===== src/rtl/machine_timer.sv =====
// machine_timer: memory-mapped RISC-V machine timer (mtime / mtimecmp).
//
// A free-running 64-bit timebase advanced by a programmable prescaler. It
// raises a level interrupt while mtime >= mtimecmp and IRQ_EN is set. The
// block sits on a dmem arbiter master port and uses the same
// valid/ready/addr/wdata/we/rdata slave handshake as the gpio and uart_wrap
// peripherals: one access per two cycles, ready_o pulsing one cycle after
// acceptance.
//
// Register window (word offset = addr_i[4:2]):
//   0x00 MTIME_LO     RW
//   0x04 MTIME_HI     RW
//   0x08 MTIMECMP_LO  RW
//   0x0C MTIMECMP_HI  RW
//   0x10 CTRL         RW  bit0 EN, bit1 IRQ_EN
//   0x14 PRESC        RW  low PRESC_W bits, tick every PRESC+1 cycles
//   0x18 STATUS       RO  bit0 = (mtime >= mtimecmp)
//   0x1C reserved         reads 0, writes ignored
//
// Ports:
//   clk      system clock
//   rst      synchronous active-high reset
//   valid_i  bus request valid, held by the master until ready_o
//   ready_o  one-cycle response pulse
//   addr_i   byte address (only [4:2] decoded)
//   wdata_i  write data
//   we_i     byte write enables, 0 = read
//   rdata_o  read data, valid with ready_o, held between responses
//   irq_o    registered level timer interrupt
//
// Optional build macro MACHINE_TIMER_HI_LATCH_EN:
//   When defined, a MTIME_LO read snapshots mtime[63:32] into a shadow. A
//   following MTIME_HI read returns that snapshot, so a LO-then-HI read pair
//   is tear-free. When undefined, MTIME_HI reads return the live upper word.

module machine_timer #(
  parameter logic [31:0] BASE_ADDR = 32'h0,
  parameter int          PRESC_W   = 16,
  parameter logic [63:0] CMP_RESET = 64'hFFFF_FFFF_FFFF_FFFF
) (
  input  logic        clk,
  input  logic        rst,
  input  logic        valid_i,
  output logic        ready_o,
  input  logic [31:0] addr_i,
  input  logic [31:0] wdata_i,
  input  logic [3:0]  we_i,
  output logic [31:0] rdata_o,
  output logic        irq_o
);

  localparam logic [2:0] OFF_MTIME_LO = 3'd0;
  localparam logic [2:0] OFF_MTIME_HI = 3'd1;
  localparam logic [2:0] OFF_CMP_LO   = 3'd2;
  localparam logic [2:0] OFF_CMP_HI   = 3'd3;
  localparam logic [2:0] OFF_CTRL     = 3'd4;
  localparam logic [2:0] OFF_PRESC    = 3'd5;
  localparam logic [2:0] OFF_STATUS   = 3'd6;

  // Byte-lane merge: lanes with their enable set take the new value.
  function automatic logic [31:0] merge_bytes(input logic [31:0] old_v,
                                              input logic [31:0] new_v,
                                              input logic [3:0]  be);
    logic [31:0] res;
    res = old_v;
    for (int b = 0; b < 4; b++) begin
      if (be[b]) res[b*8 +: 8] = new_v[b*8 +: 8];
    end
    return res;
  endfunction

  logic               r_ready;
  logic [31:0]        r_rdata;
  logic               r_irq;
  logic [63:0]        r_mtime;
  logic [63:0]        r_mtimecmp;
  logic               r_en;
  logic               r_irq_en;
  logic [PRESC_W-1:0] r_presc;
  logic [PRESC_W-1:0] r_cnt;

  logic               w_accept;
  logic               w_wr;
  logic               w_rd;
  logic [2:0]         w_off;
  logic               w_tick;
  logic               w_cmp_ge;
  logic [63:0]        w_mtime_inc;
  logic [63:0]        w_mtime_nxt;
  logic [63:0]        w_cmp_nxt;
  logic [31:0]        w_hi_rd;
  logic [31:0]        w_rdata_mux;
  logic               w_unused;

  // Only addr_i[4:2] selects a register; the base is fixed by the arbiter.
  assign w_unused = ^{addr_i[31:5], addr_i[1:0], BASE_ADDR};

  // A new request is only taken while no response is being presented.
  assign w_accept = valid_i & ~r_ready;
  assign w_wr     = w_accept & (we_i != 4'b0000);
  assign w_rd     = w_accept & (we_i == 4'b0000);
  assign w_off    = addr_i[4:2];

  assign w_tick      = r_en & (r_cnt == r_presc);
  assign w_cmp_ge    = (r_mtime >= r_mtimecmp);
  assign w_mtime_inc = r_mtime + 64'(w_tick);

  // Written bytes replace the incremented value lane by lane, so a carry out
  // of an unwritten lane never disturbs a lane the master just wrote.
  always_comb begin
    w_mtime_nxt = w_mtime_inc;
    if (w_wr && (w_off == OFF_MTIME_LO))
      w_mtime_nxt[31:0] = merge_bytes(w_mtime_inc[31:0], wdata_i, we_i);
    if (w_wr && (w_off == OFF_MTIME_HI))
      w_mtime_nxt[63:32] = merge_bytes(w_mtime_inc[63:32], wdata_i, we_i);
  end

  always_comb begin
    w_cmp_nxt = r_mtimecmp;
    if (w_wr && (w_off == OFF_CMP_LO))
      w_cmp_nxt[31:0] = merge_bytes(r_mtimecmp[31:0], wdata_i, we_i);
    if (w_wr && (w_off == OFF_CMP_HI))
      w_cmp_nxt[63:32] = merge_bytes(r_mtimecmp[63:32], wdata_i, we_i);
  end

`ifdef MACHINE_TIMER_HI_LATCH_EN
  logic [31:0] r_shadow;

  always_ff @(posedge clk) begin
    if (rst) begin
      r_shadow <= 32'h0;
    end else if (w_rd && (w_off == OFF_MTIME_LO)) begin
      r_shadow <= r_mtime[63:32];
    end
  end

  assign w_hi_rd = r_shadow;
`else
  assign w_hi_rd = r_mtime[63:32];
`endif

  always_comb begin
    w_rdata_mux = 32'h0;
    case (w_off)
      OFF_MTIME_LO: w_rdata_mux = r_mtime[31:0];
      OFF_MTIME_HI: w_rdata_mux = w_hi_rd;
      OFF_CMP_LO:   w_rdata_mux = r_mtimecmp[31:0];
      OFF_CMP_HI:   w_rdata_mux = r_mtimecmp[63:32];
      OFF_CTRL:     w_rdata_mux = {30'h0, r_irq_en, r_en};
      OFF_PRESC:    w_rdata_mux = 32'(r_presc);
      OFF_STATUS:   w_rdata_mux = {31'h0, w_cmp_ge};
      default:      w_rdata_mux = 32'h0;
    endcase
  end

  // Bus response: reset drops any pending response.
  always_ff @(posedge clk) begin
    if (rst) begin
      r_ready <= 1'b0;
      r_rdata <= 32'h0;
    end else begin
      r_ready <= w_accept;
      if (w_accept) r_rdata <= w_rd ? w_rdata_mux : 32'h0;
    end
  end

  // Control registers.
  always_ff @(posedge clk) begin
    if (rst) begin
      r_en     <= 1'b0;
      r_irq_en <= 1'b0;
      r_presc  <= '0;
    end else begin
      if (w_wr && (w_off == OFF_CTRL) && we_i[0]) begin
        r_en     <= wdata_i[0];
        r_irq_en <= wdata_i[1];
      end
      if (w_wr && (w_off == OFF_PRESC))
        r_presc <= PRESC_W'(merge_bytes(32'(r_presc), wdata_i, we_i));
    end
  end

  // Prescaler: any PRESC write restarts the count so the new period starts
  // cleanly.
  always_ff @(posedge clk) begin
    if (rst) begin
      r_cnt <= '0;
    end else if (w_wr && (w_off == OFF_PRESC)) begin
      r_cnt <= '0;
    end else if (r_en) begin
      r_cnt <= w_tick ? '0 : r_cnt + 1'b1;
    end
  end

  // Timebase, compare value and interrupt.
  always_ff @(posedge clk) begin
    if (rst) begin
      r_mtime    <= 64'h0;
      r_mtimecmp <= CMP_RESET;
      r_irq      <= 1'b0;
    end else begin
      r_mtime    <= w_mtime_nxt;
      r_mtimecmp <= w_cmp_nxt;
      r_irq      <= r_irq_en & w_cmp_ge;
    end
  end

  assign ready_o = r_ready;
  assign rdata_o = r_rdata;
  assign irq_o   = r_irq;

endmodule


===== config.mk =====
export PLATFORM = sky130hd
export DESIGN_NAME = machine_timer
export DESIGN_NICKNAME = d
export VERILOG_FILES = /design/src/rtl/machine_timer.sv
export SDC_FILE = /design/constraint.sdc
export NUM_CORES = 1
export LEC_CHECK = 0
export BUFFER_PORTS_ARGS = -buffer_cell sky130_fd_sc_hd__buf_2
export CAP_MARGIN = 0
export CORE_MARGIN = 2
export CORE_UTILIZATION = 25
export DETAILED_ROUTE_END_ITERATION = 8
export MAX_ROUTING_LAYER = met4
export PLACE_DENSITY = 0.38
export SLEW_MARGIN = 20
export SYNTH_ARGS = -nofsm -noshare
export SYNTH_HDL_FRONTEND = slang
export SYNTH_SLANG_ARGS = --single-unit

===== constraint.sdc =====
create_clock -name clk -period 4 [get_ports clk]
set_input_delay 0.2 -clock clk [delete_from_list [all_inputs] [get_ports clk]]
set_output_delay 0.2 -clock clk [all_outputs]
set_load 0.05 [all_outputs]

==> qor.yml <==
post_cts_resized: 0
fmax_ghz: 0.275
drt_first_pass_iters: 9
finalClockSkew_ns: 0.0121
clockRootBuffer: "clkbuf_16"
tightestPinTransition_ns: 1.09
worst_slack_ns: 0.369
yosys_most_used_dff: "dfxtp_1"
busiest_layer: "met2"
power.leakage_uw: 0.00525
tritoncts: "built"
synth_top_area_share_pct: 36.3
fp.coreArea_um2: 42900
synth-seq-cells: 196
pin_count: 105
drt_iter0_drc: 622
fin_nets: 1517
grt_pass1_vias: 9246
routed_wl_um: 37800
critical_path_class: "register to register"
cts_num_sinks: 196
grt.met3_usage_pct: 3.07
cp_num_buf_inv: 1
wl_per_cell_um: 19.1
crit_chain: "xnor2_1 -> nand4_1 -> nor4_1 -> nand3_1 -> inv_1 -> ha_1 -> nand2_1 -> or4_4 -> nor4_4 -> nand2_1 -> or3_1 -> xnor2_1 -> a22o_1"
synth_area_um2: 10800
ant_nets: 0
rsz0062_at_grt: "no"
synth_top_family_by_area: "compound AO/OA/AOI/OAI gates"
hold_class: "primary input to register"
synthDistinctLibCells: 64
yosys_warnings: 0
grt_max_degree: 51
io_buffers: 75
fp.dieH_um: 212
synth_xor_area_share_pct: 7.38
synthToLayoutAreaGrowth_pct: 16.6
vias: 9626
synth_nets: 1451
yosys.area.top_type: "dfxtp_1"
synth_edf_count: 0
clock_path_buffers: 2
max_slew_margin_pct: 27.3
arrival_ns: 3.99
yosys-top-cells-area: "dfxtp_1 36%, ha_1 7.8%, nor2_1 6.2%"
cap_violations: 0
hold_ws_ns: 0.0122
syn_avg_cell_area_um2: 8.23
drive_gt1_share_pct: 12.1
cp_top_family: "simple AND/OR/NAND/NOR gates"
synth_fa_ha_area_share_pct: 7.76
grt_use_met2_pct: 27.9
cts_buffers: 17
fp.dieW_um: 212
clock_latency_ns: 0.47
grt_usage_pct: 17.9
dieArea_um2: 44900
startpoint_type: "register"
rows: 76
power_uw: 4120
post-route-drc-count: 0
finalSetupViolations: 0
p_per_area_nw_per_um2: 327
ys_top_cells_by_count: "196 x dfxtp_1, 178 x nor2_1, 105 x nand2_1, 77 x a21oi_1, 76 x a22oi_1"
preCtsSetupSlack_ns: 0.327
viasPerCell: 4.86
path_max_fanout: 4
grt_pass1_wl_um: 58300
ys_seq_area_share_pct: 36.3
slew_violations: 0
place_congestion: 0.793
fin_crit_sh_pct: 90.8
period_needed_ns: 3.63
grt_use_met1_pct: 24.2
path_clk_slew_ns: 0.07
synth_most_common_cell: "dfxtp_1"
fin_setup_tns_ns: 0
slowest_stage: "or4_4"
max-vdd-ir-drop_mv: 0.272
start_util_pct: 25.2
antenna_found_initial: 1
cp-end-kind: "register"
synthCells: 1313
crit_path_max_incr_delay_ns: 0.47
synth-simple-area-share_pct: 20.2
final-hold-violation-count: 0
htreeDepth: 4
synthArstFlopShare_pct: 0
gr-total-overflow: 0
nFillCells: 4670
outcome: "complete, no violations"
dp_hpwl_um: 28100
cp_data_required_time_ns: 4.36
muxShareOfSynthArea_pct: 0.660
synth_compound_area_share_pct: 22.3
[registers in the layout, summed over array words and instances (netlist names)]
signal      cells
r_mtime        64
r_mtimecmp     64
rdata_o        32
r_cnt          16
r_presc        16
irq_o           1
r_en            1
r_irq_en        1
ready_o         1
[layout make-up]
class                      instances  area, um2  area share (%)
antenna                            2       5.00          0.0397
multi-input combinational        969       6300            50.1
clock inverter                     9       93.8           0.745
tap                              585        732            5.81
clock buffer                      23        498            3.95
inverter                          72        270            2.15
timing repair buffer             123        768            6.10
sequential                       196       3920            31.2
[per-stage QoR]
step	area, um2	std cells	utilization [%]
detailed placement	11900	1933	27.7
finish	12600	1979	29.4
floorplan	10800	1313	-
CTS	12600	1977	29.4
global placement	11900	1933	27.7
global route	12600	1978	29.4
[cells in the final DEF, fill, tap and decap left out, drive strengths merged, types with 29 or more instances in the layout]
cell type	n
dfxtp	196
o21ai	45
xnor2	47
a21oi	77
a211o	65
a211oi	33
nand3	57
nand4	29
buf	111
nand2	105
inv	73
a22oi	76
ha	67
nor2	180
xor2	44
[routing by layer]
layer	up-vias	routed length, um
met1	4572	18500
met5	-	0
met3	23	1560
met4	0	522
li1	4836	-
met2	195	17200
[where the power goes]
| group | leakage, uW | internal, uW | switching, uW |
|---|---|---|---|
| logic | 0.00338 | 105 | 231 |
| registers | 0.00159 | 1980 | 27.9 |
| clock network | 0.000286 | 949 | 832 |
| total | 0.00525 | 3030 | 1090 |
[cell families (layout without fill, tap and decap cells)]
group,after synthesis,count (layout)
other,0,2
DFF,196,196
adders and majority gates,67,67
buffers and inverters,148,227
xor gates and xnor gates,91,91
AOI/OAI and AO/OA,349,349
and+or+nand+nor,455,455
muxes,7,7
[final timing paths]
path / start / slack, ns / cells after the start / endpoint
worst max-delay path: r_cnt[9] / 0.37 / 13 / r_mtime[47]
worst min register to register: rdata_o[26] / 0.49 / 2 / rdata_o[26]
worst min-delay path: wdata_i[19] / 0.01 / 2 / r_mtimecmp[19]
worst max register to register: r_cnt[9] / 0.37 / 13 / r_mtime[47]
[timing repair]
item	in CTS	in global routing
setup buffers	0	0
hold buffers	12	0
hold endpoints to repair	31	0
(Power assumes the default switching activity.)
